## config.mk

```make
export PLATFORM = sky130hd
export DESIGN_NAME = prog_clk_divider_flat
export DESIGN_NICKNAME = d
export VERILOG_FILES = /design/src/rtl/prog_clk_divider_pkg.sv /design/src/rtl/prog_clk_divider_if.sv /design/src/rtl/prog_clk_divider_channel.sv /design/src/rtl/prog_clk_divider.sv /design/src/flat_wrapper.sv
export SDC_FILE = /design/constraint.sdc
export NUM_CORES = 1
export LEC_CHECK = 0
export CAP_MARGIN = 5
export CORE_MARGIN = 5
export CORE_UTILIZATION = 45
export CTS_BUF_LIST = sky130_fd_sc_hd__clkbuf_8
export DETAILED_ROUTE_END_ITERATION = 8
export GPL_ROUTABILITY_DRIVEN = 0
export PLACE_DENSITY = 0.67
export SLEW_MARGIN = 10
export SYNTH_ARGS = -nofsm -noshare
export SYNTH_HDL_FRONTEND = slang
export SYNTH_HIERARCHICAL = 1
export SYNTH_SLANG_ARGS = --single-unit
```

## constraint.sdc

```tcl
create_clock -name I_CLK -period 9.6 [get_ports I_CLK]
set_clock_uncertainty 0.1 [all_clocks]
set_input_delay 1.92 -clock I_CLK [delete_from_list [all_inputs] [get_ports I_CLK]]
set_output_delay 1.92 -clock I_CLK [all_outputs]
set_load 0.01 [all_outputs]
```

## src/rtl/prog_clk_divider_pkg.sv

```systemverilog
// Shared types and helpers for the programmable clock divider: channel FSM states,
// channel-select width and the div/high clamping rules applied when a config is accepted.
package prog_clk_div_pkg;

    typedef enum logic [1:0] {
        IDLE = 2'd0,
        RUN  = 2'd1,
        STOP = 2'd2
    } ch_state_e;

    function automatic int ch_w(input int nch);
        return (nch > 1) ? $clog2(nch) : 1;
    endfunction

    function automatic logic [31:0] clamp_div(input logic [31:0] div);
        return (div < 32'd2) ? 32'd2 : div;
    endfunction

    // High time must leave at least one low cycle, so it is capped at div-1.
    function automatic logic [31:0] clamp_high(input logic [31:0] high, input logic [31:0] div);
        logic [31:0] h;
        h = (high < 32'd1) ? 32'd1 : high;
        return (h > div - 32'd1) ? div - 32'd1 : h;
    endfunction

endpackage

```

## src/rtl/prog_clk_divider_if.sv

```systemverilog
// Config write channel of the divider: one valid/ready beat carries channel, period and high time.
// Ready is combinational on the addressed channel's pending flag.
interface prog_clk_divider_if #(
    parameter int CH_W  = 2,
    parameter int CNT_W = 16
);
    logic             cfg_valid;
    logic             cfg_ready;
    logic [CH_W-1:0]  cfg_ch;
    logic [CNT_W-1:0] cfg_div;
    logic [CNT_W-1:0] cfg_high;

    modport master (output cfg_valid, cfg_ch, cfg_div, cfg_high, input cfg_ready);
    modport slave  (input cfg_valid, cfg_ch, cfg_div, cfg_high, output cfg_ready);
endinterface

```

## src/rtl/prog_clk_divider_channel.sv

```systemverilog
// One divider channel: IDLE/RUN/STOP FSM, period counter, active and pending div/high registers.
// O_CLK/O_TICK are registered; a pending config is taken only at a period boundary (or at once when idle).
module div_channel
    import prog_clk_div_pkg::*;
#(
    parameter int CNT_W       = 16,
    parameter int DEFAULT_DIV = 20
) (
    input  logic             I_CLK,
    input  logic             rst,
    input  logic             en_i,
    input  logic             wr_en_i,
    input  logic [CNT_W-1:0] wr_div_i,
    input  logic [CNT_W-1:0] wr_high_i,
    output logic             pend_o,
    output logic             clk_o,
    output logic             tick_o,
    output logic             active_o
);

    localparam logic [CNT_W-1:0] RST_DIV  = CNT_W'(DEFAULT_DIV);
    localparam logic [CNT_W-1:0] RST_HIGH = CNT_W'(DEFAULT_DIV / 2);
    localparam logic [CNT_W-1:0] ONE      = CNT_W'(1);

    ch_state_e        state_q, state_d;
    logic [CNT_W-1:0] cnt_q, cnt_d;
    logic [CNT_W-1:0] div_act_q, div_act_d;
    logic [CNT_W-1:0] high_act_q, high_act_d;
    logic [CNT_W-1:0] div_pnd_q, div_pnd_d;
    logic [CNT_W-1:0] high_pnd_q, high_pnd_d;
    logic             pend_q, pend_d;
    logic             clk_q, clk_d;
    logic             tick_q, tick_d;
    logic [CNT_W-1:0] wr_div_c, wr_high_c;
    logic             wrap;

    assign wr_div_c  = CNT_W'(clamp_div(32'(wr_div_i)));
    assign wr_high_c = CNT_W'(clamp_high(32'(wr_high_i), 32'(wr_div_c)));
    assign wrap      = (state_q != IDLE) && (cnt_q == div_act_q - ONE);

    always_ff @(posedge I_CLK or posedge rst) begin
        if (rst) begin
            state_q    <= IDLE;
            cnt_q      <= '0;
            div_act_q  <= RST_DIV;
            high_act_q <= RST_HIGH;
            div_pnd_q  <= '0;
            high_pnd_q <= '0;
            pend_q     <= 1'b0;
            clk_q      <= 1'b0;
            tick_q     <= 1'b0;
        end else begin
            state_q    <= state_d;
            cnt_q      <= cnt_d;
            div_act_q  <= div_act_d;
            high_act_q <= high_act_d;
            div_pnd_q  <= div_pnd_d;
            high_pnd_q <= high_pnd_d;
            pend_q     <= pend_d;
            clk_q      <= clk_d;
            tick_q     <= tick_d;
        end
    end

    // STOP keeps counting so the current period always completes in full.
    always_comb begin
        state_d = state_q;
        case (state_q)
            IDLE:    if (en_i) state_d = RUN;
            RUN:     if (!en_i) state_d = STOP;
            STOP: begin
                if (en_i)      state_d = RUN;
                else if (wrap) state_d = IDLE;
            end
            default: state_d = IDLE;
        endcase
    end

    always_comb begin
        cnt_d      = cnt_q;
        clk_d      = 1'b0;
        tick_d     = 1'b0;
        div_act_d  = div_act_q;
        high_act_d = high_act_q;
        div_pnd_d  = div_pnd_q;
        high_pnd_d = high_pnd_q;
        pend_d     = pend_q;
        if (state_q == IDLE) begin
            cnt_d = '0;
            // An idle channel takes a new config directly so a same-cycle start already uses it.
            if (wr_en_i) begin
                div_act_d  = wr_div_c;
                high_act_d = wr_high_c;
                pend_d     = 1'b0;
            end else if (pend_q) begin
                div_act_d  = div_pnd_q;
                high_act_d = high_pnd_q;
                pend_d     = 1'b0;
            end
            if (en_i) begin
                clk_d  = 1'b1;
                tick_d = 1'b1;
            end
        end else begin
            if (wrap) begin
                cnt_d = '0;
                if (pend_q) begin
                    div_act_d  = div_pnd_q;
                    high_act_d = high_pnd_q;
                    pend_d     = 1'b0;
                end
                if (state_d != IDLE) begin
                    clk_d  = 1'b1;
                    tick_d = 1'b1;
                end
            end else begin
                cnt_d = cnt_q + ONE;
                clk_d = (cnt_d < high_act_q);
            end
            // Sampled after the apply above, so a write in the wrap cycle waits one more period.
            if (wr_en_i) begin
                div_pnd_d  = wr_div_c;
                high_pnd_d = wr_high_c;
                pend_d     = 1'b1;
            end
        end
    end

    assign pend_o   = pend_q;
    assign clk_o    = clk_q;
    assign tick_o   = tick_q;
    assign active_o = (state_q != IDLE);

endmodule

```

## src/rtl/prog_clk_divider.sv

```systemverilog
// NCH-channel runtime-programmable clock divider; outputs registered, 1 cycle from en to first O_CLK edge.
// Config ready drops only while the addressed channel holds an unapplied config; writes to cfg_ch >= NCH are dropped.
module prog_clk_divider
    import prog_clk_div_pkg::*;
#(
    parameter int NCH         = 4,
    parameter int CNT_W       = 16,
    parameter int DEFAULT_DIV = 20
) (
    input  logic             I_CLK,
    input  logic             rst,
    input  logic [NCH-1:0]   en,
    prog_clk_divider_if.slave cfg,
    output logic [NCH-1:0]   O_CLK,
    output logic [NCH-1:0]   O_TICK,
    output logic [NCH-1:0]   active
);

    logic [NCH-1:0] pend;
    logic [NCH-1:0] wr_en;
    logic [31:0]    cfg_ch_idx;

    assign cfg_ch_idx = 32'(cfg.cfg_ch);

    always_comb begin
        cfg.cfg_ready = 1'b1;
        for (int c = 0; c < NCH; c++) begin
            if (cfg_ch_idx == 32'(c)) cfg.cfg_ready = ~pend[c];
        end
    end

    for (genvar c = 0; c < NCH; c++) begin : g_ch
        assign wr_en[c] = cfg.cfg_valid && cfg.cfg_ready && (cfg_ch_idx == 32'(c));

        div_channel #(
            .CNT_W       (CNT_W),
            .DEFAULT_DIV (DEFAULT_DIV)
        ) u_ch (
            .I_CLK     (I_CLK),
            .rst       (rst),
            .en_i      (en[c]),
            .wr_en_i   (wr_en[c]),
            .wr_div_i  (cfg.cfg_div),
            .wr_high_i (cfg.cfg_high),
            .pend_o    (pend[c]),
            .clk_o     (O_CLK[c]),
            .tick_o    (O_TICK[c]),
            .active_o  (active[c])
        );
    end

endmodule
```

## src/flat_wrapper.sv

```systemverilog
// flat-port wrapper written by rule: the top's interface ports become plain ports
module prog_clk_divider_flat import prog_clk_div_pkg::*;
#(
    parameter int NCH         = 4,
    parameter int CNT_W       = 16,
    parameter int DEFAULT_DIV = 20
)
  (I_CLK, rst, en, O_CLK, O_TICK, active, cfg_cfg_valid, cfg_cfg_ch, cfg_cfg_div, cfg_cfg_high, cfg_cfg_ready);
  prog_clk_divider_if #(.CNT_W(CNT_W)) cfg_i ();
  input  logic I_CLK;
  input  logic rst;
  input  logic [NCH-1:0] en;
  output logic [NCH-1:0] O_CLK;
  output logic [NCH-1:0] O_TICK;
  output logic [NCH-1:0] active;
  input wire logic [$bits(cfg_i.cfg_valid)-1:0] cfg_cfg_valid;
  input wire logic [$bits(cfg_i.cfg_ch)-1:0] cfg_cfg_ch;
  input wire logic [$bits(cfg_i.cfg_div)-1:0] cfg_cfg_div;
  input wire logic [$bits(cfg_i.cfg_high)-1:0] cfg_cfg_high;
  output wire logic [$bits(cfg_i.cfg_ready)-1:0] cfg_cfg_ready;
  assign cfg_i.cfg_valid = cfg_cfg_valid;
  assign cfg_i.cfg_ch = cfg_cfg_ch;
  assign cfg_i.cfg_div = cfg_cfg_div;
  assign cfg_i.cfg_high = cfg_cfg_high;
  assign cfg_cfg_ready = cfg_i.cfg_ready;
  prog_clk_divider #(.NCH(NCH), .CNT_W(CNT_W), .DEFAULT_DIV(DEFAULT_DIV)) u_core (.I_CLK(I_CLK), .rst(rst), .en(en), .cfg(cfg_i), .O_CLK(O_CLK), .O_TICK(O_TICK), .active(active));
endmodule
```

==> impl_metrics.yaml, run 1 <==
detailed_routing:
  wl_um: 63680
  drt_iter0_markers: 1688
  drt-pass1-iter-count: 9
  vias: 18760
  ant_nets: 0
  viasPerCell: 6.056
  drc: 0
  routedWlPerCell_um: 20.55
die:
  io_pins: 54
  coreArea_um2: 49150
  num_rows: 81
  die_width_um: 233.3
  initial_utilization_pct: 45.63
  die_area_um2: 54410
  fp.dieH_um: 233.3
sta:
  fin_crit_sh_pct: 83.57
  hold_viol: 0
  setup_violations: 0
  max-slew-margin-rel_pct: 20.41
  rsz0062_at_grt: "no"
  period_needed_ns: 8.022
  tightestPinTransition_ns: 1.189
  slew_violations: 0
  clock.fmax_mhz: 124.7
  tns_ns: 0
synthesis:
  yosysWarnings: 6
  synth-seq-cells: 340
  async_reset_ff_share_pct: 100.0
  synth.distinct_cells: 96
  synth_cells: 2392
  synth.net_count: 2569
  synthMuxAreaShare_pct: 5.327
  yosys.area_share.simple_pct: 17.31
  synth_compound_area_share_pct: 18.99
  synth_xor_area_share_pct: 6.833
  yosysSeqAreaShare_pct: 38.02
  synth_area_um2: 22430
  synth-main-ff-cell: "dfrtp_1"
  synth-edff-count: 0
  synthAdderAreaFrac_pct: 7.586
  avgSynthCellArea_um2: 9.377
  synth_top_family_by_area: "compound AO/OA/AOI/OAI gates"
global_routing:
  grt_pass1_wl_um: 102500
  antenna_found_initial: 1
  grt_max_degree: 86
  grt_overflow: 0
  grt.total_usage_pct: 23.24
  grt_pass1_vias: 18480
setup_path:
  crit_type: "in2reg"
  crit_chain: "clkdlybuf4s50_1 > nor4_1 > or4b_2 > or2_2 > o21ai_0 > ha_1 > nand2_1 > nor4_1 > nand2_1 > xor2_1 > ha_1 > nand3_1 > or4_1 > a21o_1 > o211a_1 > a211o_1 > nor2_1 > a21oi_1 > a222oi_1"
  cp_top_family: "simple AND/OR/NAND/NOR gates"
  arrival_ns: 8.48
  cp-end-kind: "flop"
  worst-path-max-fanout: 22
  worst_setup_path_start_kind: "primary input"
  critPathSlowestCell: "or4b_2"
  cpPeakStageDelay_ns: 0.70
  worst-path-buf-inv: 1
  reg2reg_setup_slack_ns: 5.20
  required_ns: 10.06
power:
  power_frac_comb_pct: 31.3
  leakagePower_nw: 10.91
  netSwitchingPower_w: 0.002031
  powerDensity_nw_per_um2: 228.4
  pwr-share-seq_pct: 40.8
  switching_share_pct: 35.75
  p_int_w: 0.003649
  ir_drop_mv: 0.1048
  clkPwrFrac_pct: 27.9
clocking:
  cts_tree: "done"
  path_clk_slew_ns: 0.06
  hold_buffers: 0
  clkLatencyLatePin_ns: 0.68
  postCtsResizedCells: 0
  root_buffer: "clkbuf_8"
  cts_buffer_depth: 3
  h-tree-depth: 2
  cts_setup_buffers: 0
  cts.sinks: 340
  cts_buffers: 61
status:
  run_status: "finished clean"
cells_and_area:
  layout_commonest_cell: "dfrtp_1"
  final_core_util_pct: 50.59
  fillerInstances: 4434
  final_cell_mix: "dfrtp_1, nand2_1, inv_1"
  drive_gt1_share_pct: 13.80
  antenna_cells: 0
  layout.nets: 2561
  area_growth_syn_to_layout_pct: 10.86
place:
  dp_hpwl_um: 44530
  portBuffers: 53
flow_run:
  maxCapViolCount: 0
min_path:
  hold_class: "reg2reg"
==> Yosys cell counts, types with 36 or more instances <==
library cell    n  area share, %
dfrtp_1       324             36
nand2_1       155            2.6
nor2_1        151            2.5
inv_1         150            2.5
ha_1          136            7.6
clkbuf_1      132            2.2
o21ai_0       109            2.4
xnor2_1       101            3.9
mux2_2         92            4.6
a21oi_1        80            1.8
xor2_1         74            2.9
nand3_1        63            1.4
nor2b_1        54            1.5
o22ai_1        54            1.5
nor3_1         49            1.1
o211ai_1       47            1.6
and2_1         43            1.2
nand4_1        37            1.0
nor4_1         36            1.0
==> registers in the layout (all words and copies together), names as in the netlist <==
signal                       flops
u_core/g_ch.u_ch/clk_o           4
u_core/g_ch.u_ch/tick_o          4
u_core/g_ch.u_ch/high_pnd_q     64
u_core/g_ch.u_ch/cnt_q          64
u_core/g_ch.u_ch/pend_o          4
u_core/g_ch.u_ch/state_q         8
u_core/g_ch.u_ch/div_pnd_q      64
u_core/g_ch.u_ch/high_act_q     64
u_core/g_ch.u_ch/div_act_q      64
==> path summary, 6_finish.rpt <==
path | startpoint | cells past startpoint | end
max | cfg_cfg_div[3] | 19 | u_core/g_ch[1].u_ch/high_act_q[5]$_DFFE_PP0P_
min | u_core/g_ch[1].u_ch/high_pnd_q[3]$_DFFE_PP0P_ | 2 | u_core/g_ch[1].u_ch/high_pnd_q[3]$_DFFE_PP0P_
max reg2reg | u_core/g_ch[1].u_ch/div_act_q[0]$_DFFE_PP0P_ | 10 | u_core/g_ch[1].u_ch/high_act_q[0]$_DFFE_PP0P_
min reg2reg | u_core/g_ch[1].u_ch/high_pnd_q[3]$_DFFE_PP0P_ | 2 | u_core/g_ch[1].u_ch/high_pnd_q[3]$_DFFE_PP0P_
max in group asynchronous | rst | 3 | u_core/g_ch[0].u_ch/cnt_q[14]$_DFF_PP0_
min in group asynchronous | rst | 2 | u_core/g_ch[0].u_ch/div_pnd_q[7]$_DFFE_PP0P_
==> layout make-up <==
class	count	area (um2)	area share, %
Tap cell	664	830.8	3.341
Clock inverter	34	349.1	1.404
Inverter	151	571.8	2.300
Sequential cell	340	8528	34.30
Clock buffer	79	1087	4.373
Multi-Input combinational cell	1728	12600	50.67
Timing Repair Buffer	102	898.4	3.613
==> cell families (layout without fill, tap and decap cells) <==
logic type | after synthesis | count (layout)
and+or+nand+nor | 733 | 733
AOI/OAI and AO/OA | 578 | 578
DFF | 340 | 340
buffers and inverters | 324 | 366
xor gates and xnor gates | 175 | 175
adders and majority gates | 136 | 136
muxes | 106 | 106
==> metrics by stage <==
stage	area [um2]	std cells	hold slack [ns]	setup WS (ns)	power (W)
2_1_floorplan	22430	2392	0.3424	2.418	0.003576
3_3_place_gp	23420	2985	0.3534	1.233	0.003997
3_5_place_dp	23420	2985	0.3655	1.028	0.004082
4_1_cts	24860	3098	0.3798	1.732	0.005699
5_1_grt	24870	3098	0.4022	1.209	0.006047
6_report	24870	3098	0.3789	1.578	0.005680
==> power by group through the flow <==
stage	clock network (W)	logic, W	registers, W
floorplan	0	0.00143	0.00215
global placement	0	0.00168	0.00231
detailed placement	0	0.00175	0.00233
CTS	0.00162	0.00177	0.00231
global route	0.00169	0.00198	0.00238
finish	0.00159	0.00178	0.00232
==> worst register-to-register path, stage by stage (launching register included) <==
cell and delay, ns:
dfrtp_1 0.44, inv_1 0.11, ha_1 0.25, nor4b_1 0.83, o211ai_1 0.24, a221oi_1 0.33
nor2_1 0.13, nor4_4 0.51, a41oi_1 0.18, nor2_1 0.91, a221o_1 0.30
==> per-layer routing <==
| metal | share of wire (%) | global-route usage (%) | vias up |
|---|---|---|---|
| met5 | 0.020 | 0 | - |
| met4 | 3.8 | 8.639 | 2 |
| met3 | 6.2 | 4.291 | 164 |
| met2 | 47 | 37.31 | 659 |
| met1 | 43 | 31.44 | 9272 |
| li1 | - | - | 8666 |
(Power assumes the default switching activity.)
==> run 2: changes to the inputs <==
==> constraint.sdc (replaced) <==
create_clock -name I_CLK -period 7.9 [get_ports I_CLK]
set_clock_uncertainty 0.1 [all_clocks]
set_input_delay 1.58 -clock I_CLK [delete_from_list [all_inputs] [get_ports I_CLK]]
set_output_delay 1.58 -clock I_CLK [all_outputs]
set_load 0.01 [all_outputs]
==> impl_metrics.yaml, run 2 (synthesis gave the netlist of run 1 again) <==
setup_path:
  reg2reg_depth: 9
  arrival_ns: 7.69
  worst-path-max-fanout: 19
  startpoint: "cfg_cfg_div[5]"
  worst-path-buf-inv: 3
  rr_startpoint: "u_core/g_ch[0].u_ch/div_act_q[0]$_DFFE_PP0P_"
  cpPeakStageDelay_ns: 0.76
  worst_setup_path_start_kind: "primary input"
  cp_top_family: "simple AND/OR/NAND/NOR gates"
  critPathSlowestCell: "clkdlybuf4s50_1"
  cp-end-kind: "flop"
  rr_endpoint: "u_core/g_ch[0].u_ch/div_act_q[10]$_DFFE_PP0P_"
  crit_chain: "clkdlybuf4s50_1 > nor4_1 > or4b_2 > or2_2 > o21a_1 > inv_1 > ha_1 > nand2_1 > nor4_1 > nand2_1 > xor2_1 > ha_1 > nand4_1 > nor3_1 > a21boi_0 > or4b_2 > nand3_1 > buf_4 > mux2_2 > nor2_1 > a221o_1"
  reg2reg_setup_slack_ns: 3.46
  crit_type: "in2reg"
  required_ns: 8.37
cells_and_area:
  fillerInstances: 4392
  layout_commonest_cell: "dfrtp_1"
  area_growth_syn_to_layout_pct: 10.88
  final_cells: 3115
  final_area_um2: 24870
  drive_gt1_share_pct: 13.76
  layout.nets: 2574
  final_cell_mix: "dfrtp_1, inv_1, nand2_1"
clocking:
  cts.sinks: 340
  path_clk_slew_ns: 0.06
  cts_buffers: 66
  clkLatencyLatePin_ns: 0.65
  cts_setup_buffers: 0
  cts_buffer_depth: 3
  root_buffer: "clkbuf_8"
  cts_tree: "done"
  hold_buffers: 0
  h-tree-depth: 3
  postCtsResizedCells: 0
place:
  dp_hpwl_um: 44920
  place_inst: 2993
  portBuffers: 53
  placed_area_um2: 23480
min_path:
  hold_end: "u_core/g_ch[2].u_ch/high_pnd_q[11]$_DFFE_PP0P_"
  hold_class: "reg2reg"
  min_from: "u_core/g_ch[2].u_ch/high_pnd_q[11]$_DFFE_PP0P_"
  whs_path_depth: 2
sta:
  setup_violations: 0
  fin_crit_sh_pct: 91.38
  slew_violations: 0
  max-slew-margin-rel_pct: 17.16
  tightestPinTransition_ns: 1.238
  clock.fmax_mhz: 138.5
  rsz0062_at_grt: "no"
  tns_ns: 0
  hold_viol: 0
  period_needed_ns: 7.219
power:
  total_power_w: 0.006825
  powerDensity_nw_per_um2: 274.4
  ir_drop_mv: 0.1152
  leakagePower_nw: 10.96
detailed_routing:
  viasPerCell: 6.060
  met2_length_um: 29410
  drc: 0
  wl_um: 64080
  routedWlPerCell_um: 20.57
  drt_iter0_markers: 1745
  ant_nets: 0
  wl_met3_um: 3974
  vias: 18880
  drt-pass1-iter-count: 6
  wl_met1_um: 28020
  top_layer: "met4"
global_routing:
  grt_pass1_wl_um: 103300
  grt_overflow: 0
  grt_max_degree: 86
  grt.total_usage_pct: 23.40
  antenna_found_initial: 0
  grt_pass1_vias: 18850
die:
  die_area_um2: 54410
  die_width_um: 233.3
  fp.dieH_um: 233.3
  io_pins: 54
  num_rows: 81
  initial_utilization_pct: 45.63
  coreArea_um2: 49150
flow_run:
  maxCapViolCount: 0
status:
  run_status: "finished clean"
-- run 2: report_power, final --
part / total (W) / switching (W) / leakage, nW / internal, W
clock: 0.00185 / 0.000820 / 0.801 / 0.00103
sequential: 0.00282 / 0.000521 / 4.22 / 0.00230
combinational: 0.00216 / 0.00115 / 5.94 / 0.00101
total: 0.00683 / 0.00249 / 11.0 / 0.00434
-- run 2: worst max-delay path by stage --
stage                                                endpoint  cells past startpoint  slack [ns]
2_1_floorplan  u_core/g_ch[1].u_ch/high_act_q[11]$_DFFE_PP0P_                     20        1.06
3_3_place_gp    u_core/g_ch[1].u_ch/high_act_q[8]$_DFFE_PP0P_                     19        0.30
3_5_place_dp    u_core/g_ch[1].u_ch/high_act_q[5]$_DFFE_PP0P_                     19        0.12
4_1_cts         u_core/g_ch[1].u_ch/high_act_q[5]$_DFFE_PP0P_                     19        0.81
5_1_grt        u_core/g_ch[1].u_ch/high_act_q[12]$_DFFE_PP0P_                     19        0.38
6_report        u_core/g_ch[2].u_ch/high_act_q[8]$_DFFE_PP0P_                     21        0.68
-- run 2: final cells by class --
| type | count | area, um2 | area share, % |
|---|---|---|---|
| Inverter | 151 | 571.8 | 2.299 |
| Timing Repair Buffer | 110 | 958.4 | 3.854 |
| Clock buffer | 80 | 1101 | 4.427 |
| Multi-Input combinational cell | 1728 | 12590 | 50.63 |
| Tap cell | 664 | 830.8 | 3.341 |
| Clock inverter | 41 | 285.3 | 1.147 |
| Antenna cell | 1 | 2.502 | 0.01006 |
| Sequential cell | 340 | 8528 | 34.29 |
-- run 2: worst register-to-register path: stages, from the launching register on --
cell	delay (ns)
dfrtp_1	0.45
inv_1	0.09
ha_1	0.27
or4b_1	0.68
or4_1	0.49
a21oi_1	0.21
o211ai_1	0.10
or4_1	0.81
or2_1	0.68
a221oi_1	0.43
-- run 2: through the flow --
| step | setup WS (ns) | hold WS [ns] | util, % |
|---|---|---|---|
| 6_report | 0.6808 | 0.3784 | 50.60 |
| 5_1_grt | 0.3811 | 0.3968 | 50.59 |
| 4_1_cts | 0.8111 | 0.3824 | 50.59 |
| 3_5_place_dp | 0.1154 | 0.3694 | 47.77 |
| 3_3_place_gp | 0.3031 | 0.3568 | 47.77 |
| 2_1_floorplan | 1.058 | 0.3424 | - |
-- run 2: per-layer routing --
metal  track usage (%)  up-vias
met5                 0        -
met4             10.50        0
met3             3.914      173
met2             37.38      689
met1             31.33     9312
li1                  -     8702
==> RTL change: new RTL, config.mk and constraints of run 1 <==
`CNT_W` is set to 16 in 4 places; all go to 24.
--- a/src/rtl/prog_clk_divider_if.sv
+++ b/src/rtl/prog_clk_divider_if.sv
@@ -2,7 +2,7 @@
 // Ready is combinational on the addressed channel's pending flag.
 interface prog_clk_divider_if #(
     parameter int CH_W  = 2,
-    parameter int CNT_W = 16
+    parameter int CNT_W = 24
 );
     logic             cfg_valid;
     logic             cfg_ready;
--- a/src/rtl/prog_clk_divider_channel.sv
+++ b/src/rtl/prog_clk_divider_channel.sv
@@ -3,7 +3,7 @@
 module div_channel
     import prog_clk_div_pkg::*;
 #(
-    parameter int CNT_W       = 16,
+    parameter int CNT_W       = 24,
     parameter int DEFAULT_DIV = 20
 ) (
     input  logic             I_CLK,
--- a/src/rtl/prog_clk_divider.sv
+++ b/src/rtl/prog_clk_divider.sv
@@ -4,7 +4,7 @@
     import prog_clk_div_pkg::*;
 #(
     parameter int NCH         = 4,
-    parameter int CNT_W       = 16,
+    parameter int CNT_W       = 24,
     parameter int DEFAULT_DIV = 20
 ) (
     input  logic             I_CLK,
--- a/src/flat_wrapper.sv
+++ b/src/flat_wrapper.sv
@@ -2,7 +2,7 @@
 module prog_clk_divider_flat import prog_clk_div_pkg::*;
 #(
     parameter int NCH         = 4,
-    parameter int CNT_W       = 16,
+    parameter int CNT_W       = 24,
     parameter int DEFAULT_DIV = 20
 )
   (I_CLK, rst, en, O_CLK, O_TICK, active, cfg_cfg_valid, cfg_cfg_ch, cfg_cfg_div, cfg_cfg_high, cfg_cfg_ready);
Interface: changed (resized cfg_cfg_div and cfg_cfg_high); port bits go from 54 to 70. The function was not compared with the original's and may differ.
==> RTL change against run 1 <==
Largest cell class unchanged. Wire length up 72%. Largest power group unchanged. Setup slack worse by 0.041 ns. Count of clock-buffer cells in the layout up 35. Critical path depth unchanged. Sequential cell count up 160. Global-route usage up 2.7 points. Power up 39%. Area after synthesis up 52%. Core utilization down 1.1 points. Final area up 50%.
==> RTL change: results (changes against run 1) <==
Antenna diode count: 4 (+4)
Worst-path fanout max: 17 (-23%)
Gr usage total: 25.9% (+2.7 points)
Cell Area, Placed: 0.0355 mm^2 (+52%)
Grt met3 use: 4.61% (+0.32 points)
Initial antenna violation count: 4 (+3)
Vias in the first global route: 28.1k (+52%)
Sequential share of cell area: 33.5% (-0.79 points)
Worst r2r src: u_core/g_ch[2].u_ch/div_act_q[5]
Nonclk buf count: 157 (+54%)
Seq/Total Area, Yosys: 36.7% (-1.3 points)
Top cells by area, synth: dfrtp_1 36%, ha_1 7.3%, mux2_2 4.2%, xnor2_1 3.8%, xor2_1 3.2%
WL met1: 47200 um (+71%)
VDD IR-drop max: 0.119 mV (+14%)
Crit path capture: u_core/g_ch[2].u_ch/high_act_q[6]
Share of cells above drive strength 1: 14.3% (+0.47 points)
Inverters: 213 (+41%)
Status: completed
M2 GR Usage: 39.7% (+2.4 points)
Signal buf overhead: 3.63% (+0.020 points)
Clk pwr: 2.08 mW (+31%)
Multi-input gate share of total cell area: 52.4% (+1.8 points)
Largest net degree at the start of global routing: 76 (-12%)
Met1 Use GR: 36.6% (+5.2 points)
Routed length on met3: 9000 um (+130%)
Row count: 101 (+25%)
Yosys warning total: 6 (unchanged)
Max incr delay on CP: 1.14 ns (+0.44 ns)
CP max-delay cell: nor4_1
Filler Cells Inserted: 7059 (+59%)
End of the worst hold path: u_core/g_ch[1].u_ch/div_pnd_q[1]
Vias/cell: 6.29 (+3.9%)
Hold_sp: u_core/g_ch[1].u_ch/div_pnd_q[1]
R2R setup slack: 4.75 ns (-0.45 ns)
Sw Pwr: 2.87 mW (+41%)
H-Tree Depth: 3 (+1)
Met2 WL: 48100 um (+63%)
Worst path arrival time: 8.62 ns (+0.14 ns)
P_leak: 16.8 nW (+54%)
Synthesized Nets: 3917 (+52%)
WL per Instance: 23.4 um (+14%)
Synth cell types: 93 (-3.1%)
Setup crit start: cfg_cfg_div[4]
1st-iter DRT viols: 3158 (+87%)
Tightest Pin Transition: 1.21 ns (+0.0187 ns)
Comb power frac: 30.2% (-1.1 points)
Final clock-cell share: 4.96% (-0.81 points)
Worst-skew pair later-pin latency: 0.72 ns (+0.04 ns)
R2R Path End: u_core/g_ch[2].u_ch/high_act_q[1]
RTL change: cell types whose count changed after synthesis, moves of 56 or more:
cell      delta
ha_1        +64
clkbuf_1   +115
dfrtp_1    +160
inv_1       +60
nand4_1     +62
nand2_1     +89
and3_1     +133
nor2_1      +56
o22ai_1     +57
RTL change: metrics by stage:
step	setup slack, ns	hold WS [ns]	instances	utilization [%]	power (mW)
after floorplan	2.38	0.344	3660	-	5.06
after global placement	1.33	0.357	4506	47.0	5.71
after detailed placement	1.14	0.365	4506	47.0	5.78
after CTS	1.87	0.378	4671	49.5	7.89
after global routing	1.27	0.388	4673	49.5	8.35
final	1.54	0.376	4675	49.5	7.88
RTL change: cell families after synthesis:
group / share of synthesized area, %
adders and majority gates: 7.34
muxes: 4.81
and+or+nand+nor: 19.0
buffers and inverters: 5.95
xor gates and xnor gates: 7.01
AOI/OAI and AO/OA: 19.1
DFF: 36.7
